File: src/rtl/reset_sequencer.sv
// rtl/reset_sequencer.sv - staged power-on / soft / watchdog reset sequencer
//
// Releases NUM_STAGES reset outputs one after another: first after a
// power-on delay, then after a hold following a soft or watchdog reset.
// Ports:
//   clk       system clock
//   reset     asynchronous active-high external reset
//   soft_rst  synchronous soft-reset request (acted on only in RUN)
//   wdt_kick  synchronous watchdog restart (ignored when WDT_TIMEOUT = 0)
//   rst_out   active-high stage resets, bit 0 released first
//   ready     high once every stage is released
//   cause     last reset cause: 0 POR/external, 1 soft, 2 watchdog
module reset_sequencer #(
   parameter int NUM_STAGES  = 3,
   parameter int POR_CYCLES  = 255,
   parameter int STAGE_DELAY = 16,
   parameter int HOLD_CYCLES = 16,
   parameter int WDT_TIMEOUT = 0
) (
   input  logic                  clk,
   input  logic                  reset,
   input  logic                  soft_rst,
   input  logic                  wdt_kick,
   output logic [NUM_STAGES-1:0] rst_out,
   output logic                  ready,
   output logic [1:0]            cause
);

   localparam int MAX_PH    = (POR_CYCLES > STAGE_DELAY) ? POR_CYCLES : STAGE_DELAY;
   localparam int MAX_DELAY = (MAX_PH > HOLD_CYCLES) ? MAX_PH : HOLD_CYCLES;
   localparam int CNT_W     = (MAX_DELAY > 1) ? $clog2(MAX_DELAY) : 1;
   localparam int IDX_W     = (NUM_STAGES > 1) ? $clog2(NUM_STAGES) : 1;

   localparam logic [CNT_W-1:0] POR_LAST   = CNT_W'(POR_CYCLES - 1);
   localparam logic [CNT_W-1:0] STAGE_LAST = CNT_W'(STAGE_DELAY - 1);
   localparam logic [CNT_W-1:0] HOLD_LAST  = CNT_W'(HOLD_CYCLES - 1);

   typedef enum logic [2:0] {
      SYNC     = 3'd0,
      POR_WAIT = 3'd1,
      HOLD     = 3'd2,
      STAGE    = 3'd3,
      RUN      = 3'd4
   } state_t;

   state_t                state_q, state_d;
   logic [1:0]            sync_q, sync_d;
   logic [CNT_W-1:0]      cnt_q, cnt_d;
   logic [IDX_W-1:0]      idx_q, idx_d;
   logic [NUM_STAGES-1:0] rst_out_q, rst_out_d;
   logic                  ready_q, ready_d;
   logic [1:0]            cause_q, cause_d;
   logic                  rst_sync;
   logic                  wait_done;
   logic                  wdt_expire;

   // Assertion is asynchronous via the flop reset; only release is synchronised.
   assign sync_d   = {sync_q[0], 1'b0};
   assign rst_sync = sync_q[1];

   always_ff @(posedge clk or posedge reset) begin
      if (reset) begin
         sync_q    <= 2'b11;
         state_q   <= SYNC;
         cnt_q     <= '0;
         idx_q     <= '0;
         rst_out_q <= '1;
         ready_q   <= 1'b0;
         cause_q   <= 2'd0;
      end else begin
         sync_q    <= sync_d;
         state_q   <= state_d;
         cnt_q     <= cnt_d;
         idx_q     <= idx_d;
         rst_out_q <= rst_out_d;
         ready_q   <= ready_d;
         cause_q   <= cause_d;
      end
   end

   always_comb begin
      state_d   = state_q;
      cnt_d     = cnt_q;
      idx_d     = idx_q;
      rst_out_d = rst_out_q;
      ready_d   = ready_q;
      cause_d   = cause_q;
      wait_done = 1'b0;

      case (state_q)
         SYNC: begin
            if (!rst_sync) begin
               state_d = POR_WAIT;
               cnt_d   = '0;
            end
         end

         // Power-on wait and post-trigger hold differ only in their length.
         POR_WAIT, HOLD: begin
            wait_done = (state_q == POR_WAIT) ? (cnt_q == POR_LAST) : (cnt_q == HOLD_LAST);
            if (wait_done) begin
               rst_out_d[0] = 1'b0;
               cnt_d        = '0;
               idx_d        = IDX_W'(1);
               if (NUM_STAGES == 1) begin
                  state_d = RUN;
                  ready_d = 1'b1;
               end else begin
                  state_d = STAGE;
               end
            end else begin
               cnt_d = cnt_q + CNT_W'(1);
            end
         end

         STAGE: begin
            if (cnt_q == STAGE_LAST) begin
               cnt_d = '0;
               for (int i = 0; i < NUM_STAGES; i++) begin
                  if (IDX_W'(i) == idx_q) rst_out_d[i] = 1'b0;
               end
               if (idx_q == IDX_W'(NUM_STAGES - 1)) begin
                  state_d = RUN;
                  ready_d = 1'b1;
               end else begin
                  idx_d = idx_q + IDX_W'(1);
               end
            end else begin
               cnt_d = cnt_q + CNT_W'(1);
            end
         end

         RUN: begin
            // Soft request outranks a simultaneous watchdog expiry.
            if (soft_rst || wdt_expire) begin
               state_d   = HOLD;
               cnt_d     = '0;
               idx_d     = '0;
               rst_out_d = '1;
               ready_d   = 1'b0;
               cause_d   = soft_rst ? 2'd1 : 2'd2;
            end
         end

         default: begin
            state_d = SYNC;
         end
      endcase
   end

   generate
      if (WDT_TIMEOUT > 0) begin : g_wdt
         localparam int WDT_W = (WDT_TIMEOUT > 1) ? $clog2(WDT_TIMEOUT) : 1;
         localparam logic [WDT_W-1:0] WDT_LAST = WDT_W'(WDT_TIMEOUT - 1);

         logic [WDT_W-1:0] wdt_cnt_q, wdt_cnt_d;
         logic             wdt_hit;

         assign wdt_hit    = (wdt_cnt_q == WDT_LAST);
         // A kick on the expiry cycle wins and simply restarts the count.
         assign wdt_expire = (state_q == RUN) && wdt_hit && !wdt_kick;

         // Held at zero outside RUN so every entry to RUN starts a fresh period;
         // saturates at the limit, the trigger takes the FSM out of RUN anyway.
         always_comb begin
            wdt_cnt_d = wdt_cnt_q;
            if (state_q != RUN || wdt_kick) begin
               wdt_cnt_d = '0;
            end else if (!wdt_hit) begin
               wdt_cnt_d = wdt_cnt_q + WDT_W'(1);
            end
         end

         always_ff @(posedge clk or posedge reset) begin
            if (reset) wdt_cnt_q <= '0;
            else       wdt_cnt_q <= wdt_cnt_d;
         end
      end else begin : g_no_wdt
         logic unused_wdt_kick;
         assign unused_wdt_kick = wdt_kick;
         assign wdt_expire      = 1'b0;
      end
   endgenerate

   assign rst_out = rst_out_q;
   assign ready   = ready_q;
   assign cause   = cause_q;

endmodule

File: config.mk
export PLATFORM = sky130hd
export DESIGN_NAME = reset_sequencer
export DESIGN_NICKNAME = d
export VERILOG_FILES = /design/src/rtl/reset_sequencer.sv
export SDC_FILE = /design/constraint.sdc
export NUM_CORES = 1
export LEC_CHECK = 0
export ABC_AREA = 1
export BUFFER_PORTS_ARGS = -buffer_cell sky130_fd_sc_hd__buf_2
export CAP_MARGIN = 20
export CORE_ASPECT_RATIO = 0.75
export CORE_MARGIN = 2
export CORE_UTILIZATION = 51
export CTS_CLUSTER_SIZE = 24
export DETAILED_ROUTE_END_ITERATION = 8
export PLACE_DENSITY_LB_ADDON = 0.15
export SYNTH_ARGS = -nofsm -noshare
export SYNTH_HDL_FRONTEND = slang
export SYNTH_SLANG_ARGS = --single-unit
File: constraint.sdc
create_clock -name clk -period 1.9 [get_ports clk]
set_input_delay 0.19 -clock clk [delete_from_list [all_inputs] [get_ports clk]]
set_output_delay 0.19 -clock clk [all_outputs]
set_load 0.03 [all_outputs]
==> impl_summary.md <==
Run status
The flow ran to the end, but the final reports show violations. The checks that failed: hold timing.

Power
Of the total power, the share spent switching nets is 0.509. The maximum vdd ir drop is approximately 0.9 mV. The proportion of power drawn by flip-flops and latches is 0.324.

The post-route total power is between 2 and 2.5 mW. The analysis attributes to cell leakage a power of 0.688 nW. The power per cell area is roughly 1700 nW/um2. The total net switching power is 1.24 mW. The internal power component is about 1.2 mW.

The clock power share is 0.106. The part of the total power dissipated in combinational logic is 0.570.

Synth
The largest area contributor in the synthesized netlist is dfrtp_1. The post-synthesis register bit count is 20. The share of the Yosys chip area taken by registers is 0.389.

The count of unique library cells instantiated by Yosys is 29. The synthesized netlist occupies a cell area of 1300 um2. The synthesized instance count is approximately 160. The synthesized area per cell is around 8.2 um2. The number of warnings reported in the yosys synthesis log is 0. The area share of the largest cell type after synthesis is 0.288. Sorting the synthesized cells by area gives the leading types as dfrtp_1 (29%), nand2_1 (11%), dfstp_2 (10%).

STA
The summed negative setup slack over all endpoints is 0 ns. Final hold analysis gives a worst-case slack of -0.0175 ns. For the pin with the worst max-slew slack, the measured transition is about 0.75 ns.

Setup violations remaining at the end of the flow were counted as 0. On the final layout, the worst clock skew is just over 0.006 ns. The number of endpoints with negative hold slack in the final report is 15.

The final-report max-slew violation count is 0. Setup repair after global routing left no endpoint under its margin. The maximum frequency from static timing analysis is 627 MHz. The relative max-transition margin is 0.498. The post-route fraction of the period consumed by the critical path is 0.839.

For the finished layout, the period the worst path requires is between 1.5 and 2 ns.

Clock network
Clock tree synthesis selected as its root buffer the cell clkbuf_4. The clock tree from TritonCTS is done. For this design, the CTS-stage hold fixing added 0 buffers.

CTS built an H-tree with a depth of 1. Clock-pin slew was measured on the worst setup and hold paths at roughly 0.12 ns. The number of buffers added for setup after CTS is 0. The longest clock path from root to sink contains 2 buffers. The number of gates given a new drive strength after cts is 0. The clock reaches the later pin of the worst-skew pair after about 0.32 ns. The total clock sinks is 20. The number of clock buffers inserted by TritonCTS is 3.

Routing
In this run the remaining antenna-violating nets after routing total 0. The first-pass detailed-route iteration total is 4. The iteration-0 DRC count of the detailed router is 46. The routed length per placed instance is 11.6 um. In the routed design, unresolved DRC markers number 0. The routed via count divided by cell count is between 5 and 6. For this block, the routed nets add up to ~2.4 mm of wire. The via count is 1027.

GRT
Entering global routing, the biggest net connects 21 pins. The total track usage is 0.176. The total congestion overflow after global routing is 0. The initial antenna violation count was 0. The number of global-route vias before repair is just under 900.

The first-pass GRT wire length is 3.94 mm.

Die
During I/O placement, the number of pins put on the boundary was 10. Row generation in the floorplan step produced 15 rows. The chip width is about 62 um. For this configuration, the core starts out at a cell density of 0.551. The floorplan step defined a die boundary enclosing around 3000 um2. The core footprint is roughly 2400 um2. The floorplan step set the die height to roughly 48 um.

Worst setup path
The cell repeated most along the worst path is nand3_1. The worst setup path is captured at a register. The required time reported for the critical path endpoint is 2.11 ns. Data arrives at the worst endpoint at about 1.8 ns. In this design, the stage delay of the slowest critical-path cell is around 0.42 ns. The critical path class is register to register.

Along the worst path, the maximum fanout reaches 6. The critical path launch point type is a register. The cell with the biggest individual delay on the critical path is dfrtp_1.

The signal on the critical path passes through ha_1, nand3_2, nor2_4, nand2_2, o21ai_0, inv_1, nand3_1, nand3_1.

Placed design
At the end of routability-driven placement, the weighted congestion stood at between 0.8 and 0.9. In this run the tool buffered the top-level ports with 7 buffer cells. The half-perimeter wire length after detailed placement is approximately 1.8 mm.

Cells and area
Leaving out fill and tap cells, the most frequent cell in the layout is nand2_1. The final-stage net count is between 150 and 200. The multi-input logic area is between 700 and 800 um2. Across the whole layout, storage elements account for just over 500 um2.

The fill cell instance count of the final layout is 220. From synthesis to final layout, the design area changed by 8.45%. The share of layout cells above drive strength 1 is 0.253.

The top cell types in the final layout, fill and taps aside, are nand2_1 (37), nand3_1 (19), inv_1 (18). The repair_antennas step left the layout with diodes totalling 0.

Flow run
Across the run, the number of max-cap violations was 0.

Min path
The path category of the worst min-delay check is input pin to async pin.
registers in the layout, summed over array words and instances, names as in the netlist:
register	flops
cnt_q	8
rst_out	3
state_q	3
idx_q	2
sync_q	2
cause	1
ready	1
worst max-delay path, delay by kind of cell, from the launching register on:
family                     cells  cell delay, ns
and+or+nand+nor                5            0.60
DFF                            1            0.42
adders and majority gates      1            0.24
buffers and inverters          1            0.14
AOI/OAI and AO/OA              1            0.08
worst paths after layout:
check	startpoint	end	slack (ns)	cells after the start
min	reset	idx_q[0]$_DFFE_PP0P_	-0.02	2
min reg2reg	sync_q[0]$_DFF_PP1_	sync_q[1]$_DFF_PP1_	0.36	0
max in group asynchronous	reset	cnt_q[7]$_DFFE_PP0P_	1.45	2
max	cnt_q[1]$_DFFE_PP0P_	cnt_q[3]$_DFFE_PP0P_	0.31	8
min in group clk	soft_rst	state_q[2]$_DFFE_PP0P_	0.24	4
max reg2reg	cnt_q[1]$_DFFE_PP0P_	cnt_q[3]$_DFFE_PP0P_	0.31	8
power groups by stage:
stage | sequential [mW] | combinational (mW) | clock [mW]
5_1_grt | 0.812 | 1.56 | 0.283
6_report | 0.792 | 1.39 | 0.258
4_1_cts | 0.790 | 1.40 | 0.262
3_3_place_gp | 0.786 | 1.37 | 0
2_1_floorplan | 0.846 | 1.07 | 0
3_5_place_dp | 0.796 | 1.39 | 0
stage by stage:
step                area [um2]   util  hold WS, ns  cells  setup slack, ns
floorplan                 1310      -        0.150    160            0.510
global placement          1380  0.582        0.346    200            0.341
detailed placement        1380  0.582        0.349    200            0.341
CTS                       1410  0.597       0.0206    204            0.320
global route              1410  0.597       0.0579    204            0.187
finish                    1410  0.597      -0.0175    204            0.306
cells in the mapped netlist, drive strengths merged:
cell type,count
nand2,43
o21ai,6
or2,1
conb,1
a31oi,1
nor3,2
xor2,6
nand3,22
dfstp,5
dfrtp,15
o211ai,1
o21a,1
nor2,21
ha,5
nand4,5
inv,23
buf,1
cell families (layout without fill, tap and decap cells):
kind of cell             Yosys count  in the layout  share of synthesized area
AND/OR/NAND/NOR                   94             94                      0.400
buffers and inverters             24             34                     0.0740
flip-flops                        20             20                      0.389
AO/OA/AOI/OAI                      9              9                     0.0461
XOR/XNOR                           6              6                     0.0403
adder cells (fa/ha/maj)            5              5                     0.0480
other                              1              2                    0.00288
area by class of cell:
| type | count | area share |
|---|---|---|
| Clock buffer | 4 | 0.0257 |
| Inverter | 23 | 0.0629 |
| Multi-Input combinational cell | 116 | 0.498 |
| Sequential cell | 20 | 0.359 |
| Tap cell | 34 | 0.0301 |
| Timing Repair Buffer | 7 | 0.0248 |
per-layer routing:
layer,global-route usage,routed length [um],share of wire,vias up
met2,0.283,964,0.41,28
met5,0,0,0,-
li1,-,-,-,528
met4,0.0444,13,0.0055,0
met3,0.0518,134,0.056,2
met1,0.242,1260,0.53,469
Power figures use the tool's default switching activity.
